==> src/rtl/pixel_readout_encoder_if.sv <==
// Pixel readout encoder bus: hit/mask inputs, read handshake,
// presented address, per-pixel reset pulses and pending-hit count.
interface pixel_readout_encoder_if #(
  parameter int N_PIX = 8
);
  localparam int AW = $clog2(N_PIX);

  logic [N_PIX-1:0] state;
  logic [N_PIX-1:0] mask;
  logic             read;
  logic [AW-1:0]    addr;
  logic             valid;
  logic [N_PIX-1:0] reset;
  logic [AW:0]      hit_count;

  modport master (
    output state, mask, read,
    input  addr, valid, reset, hit_count
  );

  modport slave (
    input  state, mask, read,
    output addr, valid, reset, hit_count
  );
endinterface

==> src/rtl/pixel_readout_encoder.sv <==
// Sticky-hit priority encoder: captures pixel hits, presents one
// address at a time and pulses that pixel's reset after each read.
module pixel_readout_encoder #(
  parameter int N_PIX       = 8,
  parameter int ROUND_ROBIN = 0,
  parameter int CLR_CYCLES  = 1
) (
  input logic clk,
  input logic reset_encoder_n,
  pixel_readout_encoder_if.slave bus
);
  localparam int AW = $clog2(N_PIX);

  typedef enum logic [1:0] {
    IDLE,
    PRESENT,
    CLEAR
  } fsm_t;

  fsm_t             fsm_q, fsm_d;
  logic [N_PIX-1:0] hit_q, hit_d;
  logic [N_PIX-1:0] reset_q, reset_d;
  logic [AW-1:0]    addr_q, addr_d;
  logic [AW-1:0]    rr_q, rr_d;
  logic             valid_q, valid_d;
  logic [3:0]       cnt_q, cnt_d;
  logic [AW:0]      hit_count_q, hit_count_d;

  logic [N_PIX-1:0] addr_oh;
  logic [N_PIX-1:0] clr_mask;
  logic [N_PIX-1:0] served;
  logic [N_PIX-1:0] cand;
  logic [N_PIX-1:0] cand_ex;
  logic [AW-1:0]    win;
  logic [AW-1:0]    win_ex;
  logic             drop;
  logic             take;

  // Rotate so the scan starts at rr+1, then take the first (rotating)
  // or last (fixed, highest index) set bit and undo the rotation.
  function automatic logic [AW-1:0] pick(
    input logic [N_PIX-1:0] v,
    input logic [AW-1:0]    rr
  );
    logic [N_PIX-1:0] r;
    logic             found;
    int               sh;
    int               k;
    sh = (int'(rr) + 1 >= N_PIX) ? 0 : int'(rr) + 1;
    if (ROUND_ROBIN == 0) sh = 0;
    r = N_PIX'({v, v} >> sh);
    k = 0;
    found = 1'b0;
    for (int i = 0; i < N_PIX; i++) begin
      if (r[0]) begin
        if (ROUND_ROBIN == 0) begin
          k = i;
        end else if (!found) begin
          k = i;
          found = 1'b1;
        end
      end
      r = r >> 1;
    end
    k = k + sh;
    if (k >= N_PIX) k = k - N_PIX;
    return AW'(k);
  endfunction

  function automatic logic [AW:0] popcnt(
    input logic [N_PIX-1:0] v
  );
    logic [N_PIX-1:0] t;
    logic [AW:0]      c;
    t = v;
    c = '0;
    for (int i = 0; i < N_PIX; i++) begin
      c = c + (AW+1)'(t[0]);
      t = t >> 1;
    end
    return c;
  endfunction

  assign addr_oh  = N_PIX'(1) << addr_q;
  assign drop     = (fsm_q == PRESENT) && bus.mask[addr_q];
  assign take     = (fsm_q == PRESENT) && !drop && bus.read;
  assign clr_mask = (fsm_q == CLEAR) ? addr_oh : '0;
  assign served   = take ? addr_oh : '0;
  assign cand     = hit_q & ~bus.mask;
  assign cand_ex  = cand & ~addr_oh;
  assign win      = pick(cand, rr_q);
  assign win_ex   = pick(cand_ex, rr_q);

  // Sticky hit capture; the pixel being cleared and masked pixels are ignored.
  always_comb begin
    hit_d = (hit_q | (bus.state & ~bus.mask & ~clr_mask))
          & ~served & ~bus.mask;
    hit_count_d = popcnt(hit_d);
  end

  // Serve sequence: present a winner, wait for read, pulse its reset.
  always_comb begin
    fsm_d   = fsm_q;
    addr_d  = addr_q;
    valid_d = valid_q;
    reset_d = reset_q;
    cnt_d   = cnt_q;
    rr_d    = rr_q;
    unique case (fsm_q)
      IDLE: begin
        valid_d = 1'b0;
        if (|cand) begin
          addr_d  = win;
          valid_d = 1'b1;
          fsm_d   = PRESENT;
        end
      end
      PRESENT: begin
        if (drop) begin
          valid_d = 1'b0;
          fsm_d   = IDLE;
        end else if (take) begin
          valid_d = 1'b0;
          rr_d    = addr_q;
          reset_d = addr_oh;
          cnt_d   = 4'(CLR_CYCLES - 1);
          fsm_d   = CLEAR;
        end
      end
      CLEAR: begin
        if (cnt_q == '0) begin
          reset_d = '0;
          if (|cand_ex) begin
            addr_d  = win_ex;
            valid_d = 1'b1;
            fsm_d   = PRESENT;
          end else begin
            fsm_d = IDLE;
          end
        end else begin
          cnt_d = cnt_q - 4'd1;
        end
      end
      default: begin
        valid_d = 1'b0;
        reset_d = '0;
        fsm_d   = IDLE;
      end
    endcase
  end

  // State and registered outputs, synchronous active-low reset.
  always_ff @(posedge clk) begin
    if (!reset_encoder_n) begin
      fsm_q       <= IDLE;
      hit_q       <= '0;
      addr_q      <= '1;
      valid_q     <= 1'b0;
      reset_q     <= '0;
      cnt_q       <= '0;
      rr_q        <= AW'(N_PIX - 1);
      hit_count_q <= '0;
    end else begin
      fsm_q       <= fsm_d;
      hit_q       <= hit_d;
      addr_q      <= addr_d;
      valid_q     <= valid_d;
      reset_q     <= reset_d;
      cnt_q       <= cnt_d;
      rr_q        <= rr_d;
      hit_count_q <= hit_count_d;
    end
  end

  assign bus.addr      = addr_q;
  assign bus.valid     = valid_q;
  assign bus.reset     = reset_q;
  assign bus.hit_count = hit_count_q;
endmodule

==> src/flat_wrapper.sv <==
// flat-port wrapper written by rule: the top's interface ports become plain ports
module pixel_readout_encoder_flat 
#(
  parameter int N_PIX       = 8,
  parameter int ROUND_ROBIN = 0,
  parameter int CLR_CYCLES  = 1
)
  (clk, reset_encoder_n, bus_state, bus_mask, bus_read, bus_addr, bus_valid, bus_reset, bus_hit_count);
  pixel_readout_encoder_if #(.N_PIX(N_PIX)) bus_i ();
  input logic clk;
  input logic reset_encoder_n;
  input wire logic [$bits(bus_i.state)-1:0] bus_state;
  input wire logic [$bits(bus_i.mask)-1:0] bus_mask;
  input wire logic [$bits(bus_i.read)-1:0] bus_read;
  output wire logic [$bits(bus_i.addr)-1:0] bus_addr;
  output wire logic [$bits(bus_i.valid)-1:0] bus_valid;
  output wire logic [$bits(bus_i.reset)-1:0] bus_reset;
  output wire logic [$bits(bus_i.hit_count)-1:0] bus_hit_count;
  assign bus_i.state = bus_state;
  assign bus_i.mask = bus_mask;
  assign bus_i.read = bus_read;
  assign bus_addr = bus_i.addr;
  assign bus_valid = bus_i.valid;
  assign bus_reset = bus_i.reset;
  assign bus_hit_count = bus_i.hit_count;
  pixel_readout_encoder #(.N_PIX(N_PIX), .ROUND_ROBIN(ROUND_ROBIN), .CLR_CYCLES(CLR_CYCLES)) u_core (.clk(clk), .reset_encoder_n(reset_encoder_n), .bus(bus_i));
endmodule
==> config.mk <==
export PLATFORM = sky130hd
export DESIGN_NAME = pixel_readout_encoder_flat
export DESIGN_NICKNAME = d
export VERILOG_FILES = /design/src/rtl/pixel_readout_encoder_if.sv /design/src/rtl/pixel_readout_encoder.sv /design/src/flat_wrapper.sv
export SDC_FILE = /design/constraint.sdc
export NUM_CORES = 1
export LEC_CHECK = 0
export BUFFER_PORTS_ARGS = -buffer_cell sky130_fd_sc_hd__clkbuf_2
export CAP_MARGIN = 30
export CELL_PAD_IN_SITES_DETAIL_PLACEMENT = 1
export CELL_PAD_IN_SITES_GLOBAL_PLACEMENT = 2
export CORE_MARGIN = 2
export CORE_UTILIZATION = 34
export CTS_BUF_LIST = sky130_fd_sc_hd__clkbuf_8
export DETAILED_ROUTE_END_ITERATION = 10
export PLACE_DENSITY_LB_ADDON = 0.25
export SLEW_MARGIN = 25
export SYNTH_ARGS = -nofsm -noshare
export SYNTH_HDL_FRONTEND = slang
export SYNTH_SLANG_ARGS = --single-unit
export TNS_END_PERCENT = 100
==> constraint.sdc <==
create_clock -name clk -period 5.6 [get_ports clk]
set_input_delay 1.12 -clock clk [delete_from_list [all_inputs] [get_ports clk]]
set_output_delay 1.12 -clock clk [all_outputs]
set_load 0.1 [all_outputs]
# == Yosys cells after proc, flatten, opt, wreduce, memory -nomap -nowiden ==
# Index checks and enable logic that the tools add are counted.
# word_totals
in_bits,19
ff_bits,30
out_inout_bits,16
word_cells,101
# op_classes
n_eq_ne,9
n_lt_le_gt_ge,3
reduce_logical,15
n_mux,44
bitwise,12
shifts,1
n_addsub,10
# op_table
operator,n
32-bit two-way mux,6
8-bit AND,6
8-bit two-way mux,5
32-bit by 5-bit greater-or-equal comparator with 1-bit output (second input constant),1
8-bit NOT,4
3-bit two-way mux,9
4-bit by 1-bit adder with 4-bit output,6
8-bit case mux with 3 select lines,1
8-bit OR reduction,2
2-bit two-way mux,6
4-bit two-way mux,3
4-bit AND reduction,3
1-bit two-way mux,9
2-bit != test (second input constant),4
8-bit bitwise OR,1
4-bit case mux with 2 select lines,1
1-bit by 3-bit << shifter with 8-bit output (first input constant),1
2-bit case mux with 3 select lines,1
3-bit case mux with 2 select lines,1
3-bit AND reduction,2
3-bit by 1-bit subtractor with 3-bit output (second input constant),2
3-bit by 4-bit greater-or-equal comparator with 1-bit output (second input constant),1
4-bit logical NOT,1
3-bit by 4-bit less-than comparator with 1-bit output (second input constant),1
other kinds (13),17

# == Depth between registers and ports, before layout ==
# logic_depth
depth_word,17
depth_mapped,15
ltp_nobuf,14

# == Worst setup path before layout ==
# Ideal clock, no wire load.
# synth_timing
path_kind,reg-to-reg
start,"register u_core.addr_q[1], in the netlist u_core.bus.addr[1]"
end,"register u_core.hit_count_q[2], in the netlist u_core.bus.hit_count[2]"
t_required_ps,5472
setup_slack_ps,1081
t_arrival_ps,4392
path_stages_with_launch,16
setup_ps,128
cell_sequence,dfxtp_1 > buf_6 > mux2i_1 > mux4_2 > nand4b_4 > o21ai_2 > a211oi_2 > ha_1 > inv_1 > fa_1 > fa_1 > inv_1 > fa_1 > fa_1 > xnor2_1 > nor2_1
# synth_between
elab_chain_len,17
elab_cells_between_ends,22
# synth_lines
item,line_no,rtl
"start, declared",pixel_readout_encoder.sv:23,"logic [AW-1:0] addr_q, addr_d;"
"start signal, assigned",pixel_readout_encoder.sv:166,addr_q <= addr_d;
1-bit binary-select mux with 3-bit select,pixel_readout_encoder.sv:85,assign drop = (fsm_q == PRESENT) && bus.mask[addr_q];
1-bit two-way mux (implied by the code),pixel_readout_encoder.sv:85,
1-bit logical AND,pixel_readout_encoder.sv:85,
1-bit logical NOT,pixel_readout_encoder.sv:86,assign take = (fsm_q == PRESENT) && !drop && bus.read;
1-bit logical AND (2 in a row),pixel_readout_encoder.sv:86,
8-bit two-way mux,pixel_readout_encoder.sv:88,assign served = take ? addr_oh : '0;
8-bit NOT,pixel_readout_encoder.sv:97,& ~served & ~bus.mask;
8-bit AND (*) (2 in a row),pixel_readout_encoder.sv:97,
via u_core.hit_d[0],pixel_readout_encoder.sv:21,"logic [N_PIX-1:0] hit_q, hit_d;"
1-bit by 1-bit adder with 2-bit output (*),pixel_readout_encoder.sv:78,c = c + (AW+1)'(t[0]);
4-bit by 1-bit adder with 4-bit output (*) (6 in a row),pixel_readout_encoder.sv:78,
"end signal, assigned",pixel_readout_encoder.sv:171,hit_count_q <= hit_count_d;
"end, declared",pixel_readout_encoder.sv:27,"logic [AW:0] hit_count_q, hit_count_d;"
# Mark *: on every way through the listed nets, which the timed path passes. The rest lies on a longest branch. The select of a mux whose other input is x is not followed.
# A chain may end at the register's enable or synchronous reset.

# == Worst setup path in the final report ==
# layout_timing
start,input port bus_mask[2]
end,"register u_core.hit_count_q[2], in the netlist u_core.bus.hit_count[2]"
# layout_between
elab_chain_len,17
elab_cells_between_ends,21
# layout_lines
item,line_no,rtl
"start, declared",flat_wrapper.sv:13,input wire logic [$bits(bus_i.mask)-1:0] bus_mask;
1-bit binary-select mux with 3-bit select,pixel_readout_encoder.sv:85,
1-bit two-way mux (implied by the code),pixel_readout_encoder.sv:85,
1-bit logical AND,pixel_readout_encoder.sv:85,
1-bit logical NOT,pixel_readout_encoder.sv:86,
1-bit logical AND (2 in a row),pixel_readout_encoder.sv:86,
8-bit two-way mux,pixel_readout_encoder.sv:88,
8-bit NOT,pixel_readout_encoder.sv:97,
8-bit AND (2 in a row),pixel_readout_encoder.sv:97,
via u_core.hit_d[1],pixel_readout_encoder.sv:21,
1-bit by 1-bit adder with 2-bit output,pixel_readout_encoder.sv:78,
4-bit by 1-bit adder with 4-bit output (6 in a row),pixel_readout_encoder.sv:78,
# The timed path passes the listed nets, and every way through them passes these cells. The select of a mux whose other input is x is not followed.

==> run metrics <==
post-layout util=41.1%; Cells after Synth=202; met2 Use GR=29.4%; Avg Inst Size Synth=8.71 um^2; Yosys reg bits=30; DRC=0; crit path max fanout=15; antenna violation net count after detailed routing=0; Critical Path Source Type=input pin; sequential power share=37.3%; CP arrival=4.84 ns; Synth Area in Adders=7.40%; largest family of logic cells by synthesized area=simple AND/OR/NAND/NOR gates; DR iter-0 viols=81; first-pass GRT wire length=8370 um; Worst-Margin Slew=0.570 ns; Final Max Slew Viols=0; WP data required=5.76 ns; ANT cells=0; Post-synth EDFFs=0; Final period util=83.6%; Fin Clk Skew=0.00245 ns; largest net degree at the start of global routing=16; RSZ-0062 raised after global routing=false; CTS Buf Count=5; cts repair resizes=0; clk_lat worst skew=0.27 ns; DR vias=1589; critical path type=input pin to flip-flop; Non-Filler Instances=306; Cell variety after synth=47; register area share after synthesis=34.1%; VDD IR max=0.144 mV; # Post-CTS Setup Buffers=0; design area=0.00207 mm^2; clock slew at reported path FFs=0.07 ns; Post-Place Cell Area=0.00196 mm^2; global route overflow=0; Yosys warning count=0; Max clock buf depth=2; commonest non-fill, non-tap cell in the layout=clkbuf_2; Worst Hold Class=flip-flop to flip-flop; sw frac=38.3%; relative slew slack=61.9%; final setup vio count=0; CTS tree=built; die area=0.00577 mm^2; Mapped Area=0.00176 mm^2; total track usage=18.2%; Hold Buf Count CTS=0; syn nets=229; Chip Width=75.9 um; Final Hold Fails=0; Final min period=4.68 ns; met3 usage=4.52%; Area growth, synth to finish=17.8%; Rows=26; NumNets Final=262; TNS Setup=0 ns; most frequent cells in the layout=34 x clkbuf_2, 30 x dfxtp_1, 23 x nor2_1, 17 x nand2_1, 12 x o21ai_0; Synth Area in Simple Gates=27.5%; Total Wirelength=4850 um; Compound-Gate Fraction of Synth Area=21.3%; switching power=0.256 mW; initial antenna violation count=0; DRT Pass-1 Iters=6; dpl cells=298; number of top-level pins=35; critical path capture point type=flip-flop; grt met1 use=24.4%; post-synthesis xor/xnor area fraction=0.498%; CTS HTree Levels=2; CORE AREA=0.00504 mm^2; drt wl/cell=15.8 um; area of the multi-input gates=0.00107 mm^2; share of layout cells above drive strength 1=24.2%; Power, Total=0.668 mW; vias in the first global route=1661; port bufs=34; clock share of power=31.0%; fill count=629; asr flop ratio synth=0%; global-route layer with the greatest usage=met2; placed wire-length estimate=3750 um; max cap viols=0; status=complete, no violations; RD Place Congestion=0.824; leakage power=0.888 nW; Gate power share=31.7%; clk sinks=30; vias per cell=5.19; Internal=0.413 mW; mux contribution to synthesized area=4.13%; area occupied by registers=601 um^2; fmax=213 MHz; Starting Density=34.9%; die height=75.9 um; PwrDens=323 mW/mm^2; root buf cell=clkbuf_8; Main synth FF type=dfxtp_1
[critical path, cell delays in order]
cell      delay [ns]
clkbuf_2        0.13
mux2i_1         0.09
mux4_2          0.54
nand4b_4        0.25
o21ai_2         0.10
a211oi_2        0.30
ha_1            0.28
inv_1           0.07
fa_1            0.42
fa_1            0.49
inv_1           0.05
fa_1            0.40
fa_1            0.40
xnor2_1         0.15
nor2_1          0.05
[worst paths after layout]
check,startpoint,end,slack (ns),cells past startpoint
max,bus_mask[2],u_core.bus.hit_count[2],0.92,15
min,u_core.bus.reset[2],u_core.bus.reset[2],0.45,2
max reg2reg,u_core.bus.addr[1],u_core.bus.hit_count[2],1.13,14
min reg2reg,u_core.bus.reset[2],u_core.bus.reset[2],0.45,2
[flip-flops by register name (all words and copies together), names as in the netlist]
register,count
u_core.bus.hit_count,4
u_core.cnt_q,4
u_core.bus.addr,3
u_core.hit_q,8
u_core.fsm_q,2
u_core.bus.reset,8
u_core.bus.valid,1
[synthesized netlist by cell type, types with 5 or more instances]
cell / n / area share, %
nand2_1: 17 / 3.6
dfxtp_1: 30 / 34
nand3_1: 6 / 1.7
o21ai_0: 12 / 3.4
nand2b_1: 8 / 2.8
nor2b_1: 6 / 2.1
a21oi_1: 9 / 2.6
inv_1: 9 / 1.9
nor2_1: 23 / 4.9
and2_1: 7 / 2.5
mux2i_1: 5 / 2.8
[kinds of logic after synthesis]
logic type,count (synthesis)
AO/OA/AOI/OAI,53
flip-flops,30
buffers and inverters,17
adder cells (fa/ha/maj),8
XOR/XNOR,1
multiplexers,6
AND/OR/NAND/NOR,87
[power groups by stage]
stage               Sequential (mW)  Combinational, mW  Clock (mW)
finish                        0.250              0.212       0.207
global route                  0.254              0.229       0.226
CTS                           0.250              0.214       0.216
detailed placement            0.254              0.212           0
global placement              0.254              0.210           0
floorplan                     0.322              0.102           0
[per-layer routing]
layer  wire length, um  part of all wire, %
met5                 0                    0
met4                29                 0.60
met3               180                  3.7
met2              2210                   46
met1              2420                   50
[metrics by stage]
step           hold slack, ns  setup WS (ns)
6_report                0.450          0.916
5_1_grt                 0.487          0.709
4_1_cts                 0.459          0.909
3_5_place_dp            0.443          0.609
3_3_place_gp            0.433          0.727
2_1_floorplan           0.451           1.08
[layout make-up]
type                       instances  share of cell area (%)
clock buffer                       8                    5.31
inverter                           9                    1.63
multi-input combinational        155                    51.6
sequential                        30                    29.0
tap                               70                    4.23
timing repair buffer              34                    8.21
No activity file was read; power rests on OpenSTA's default activity.
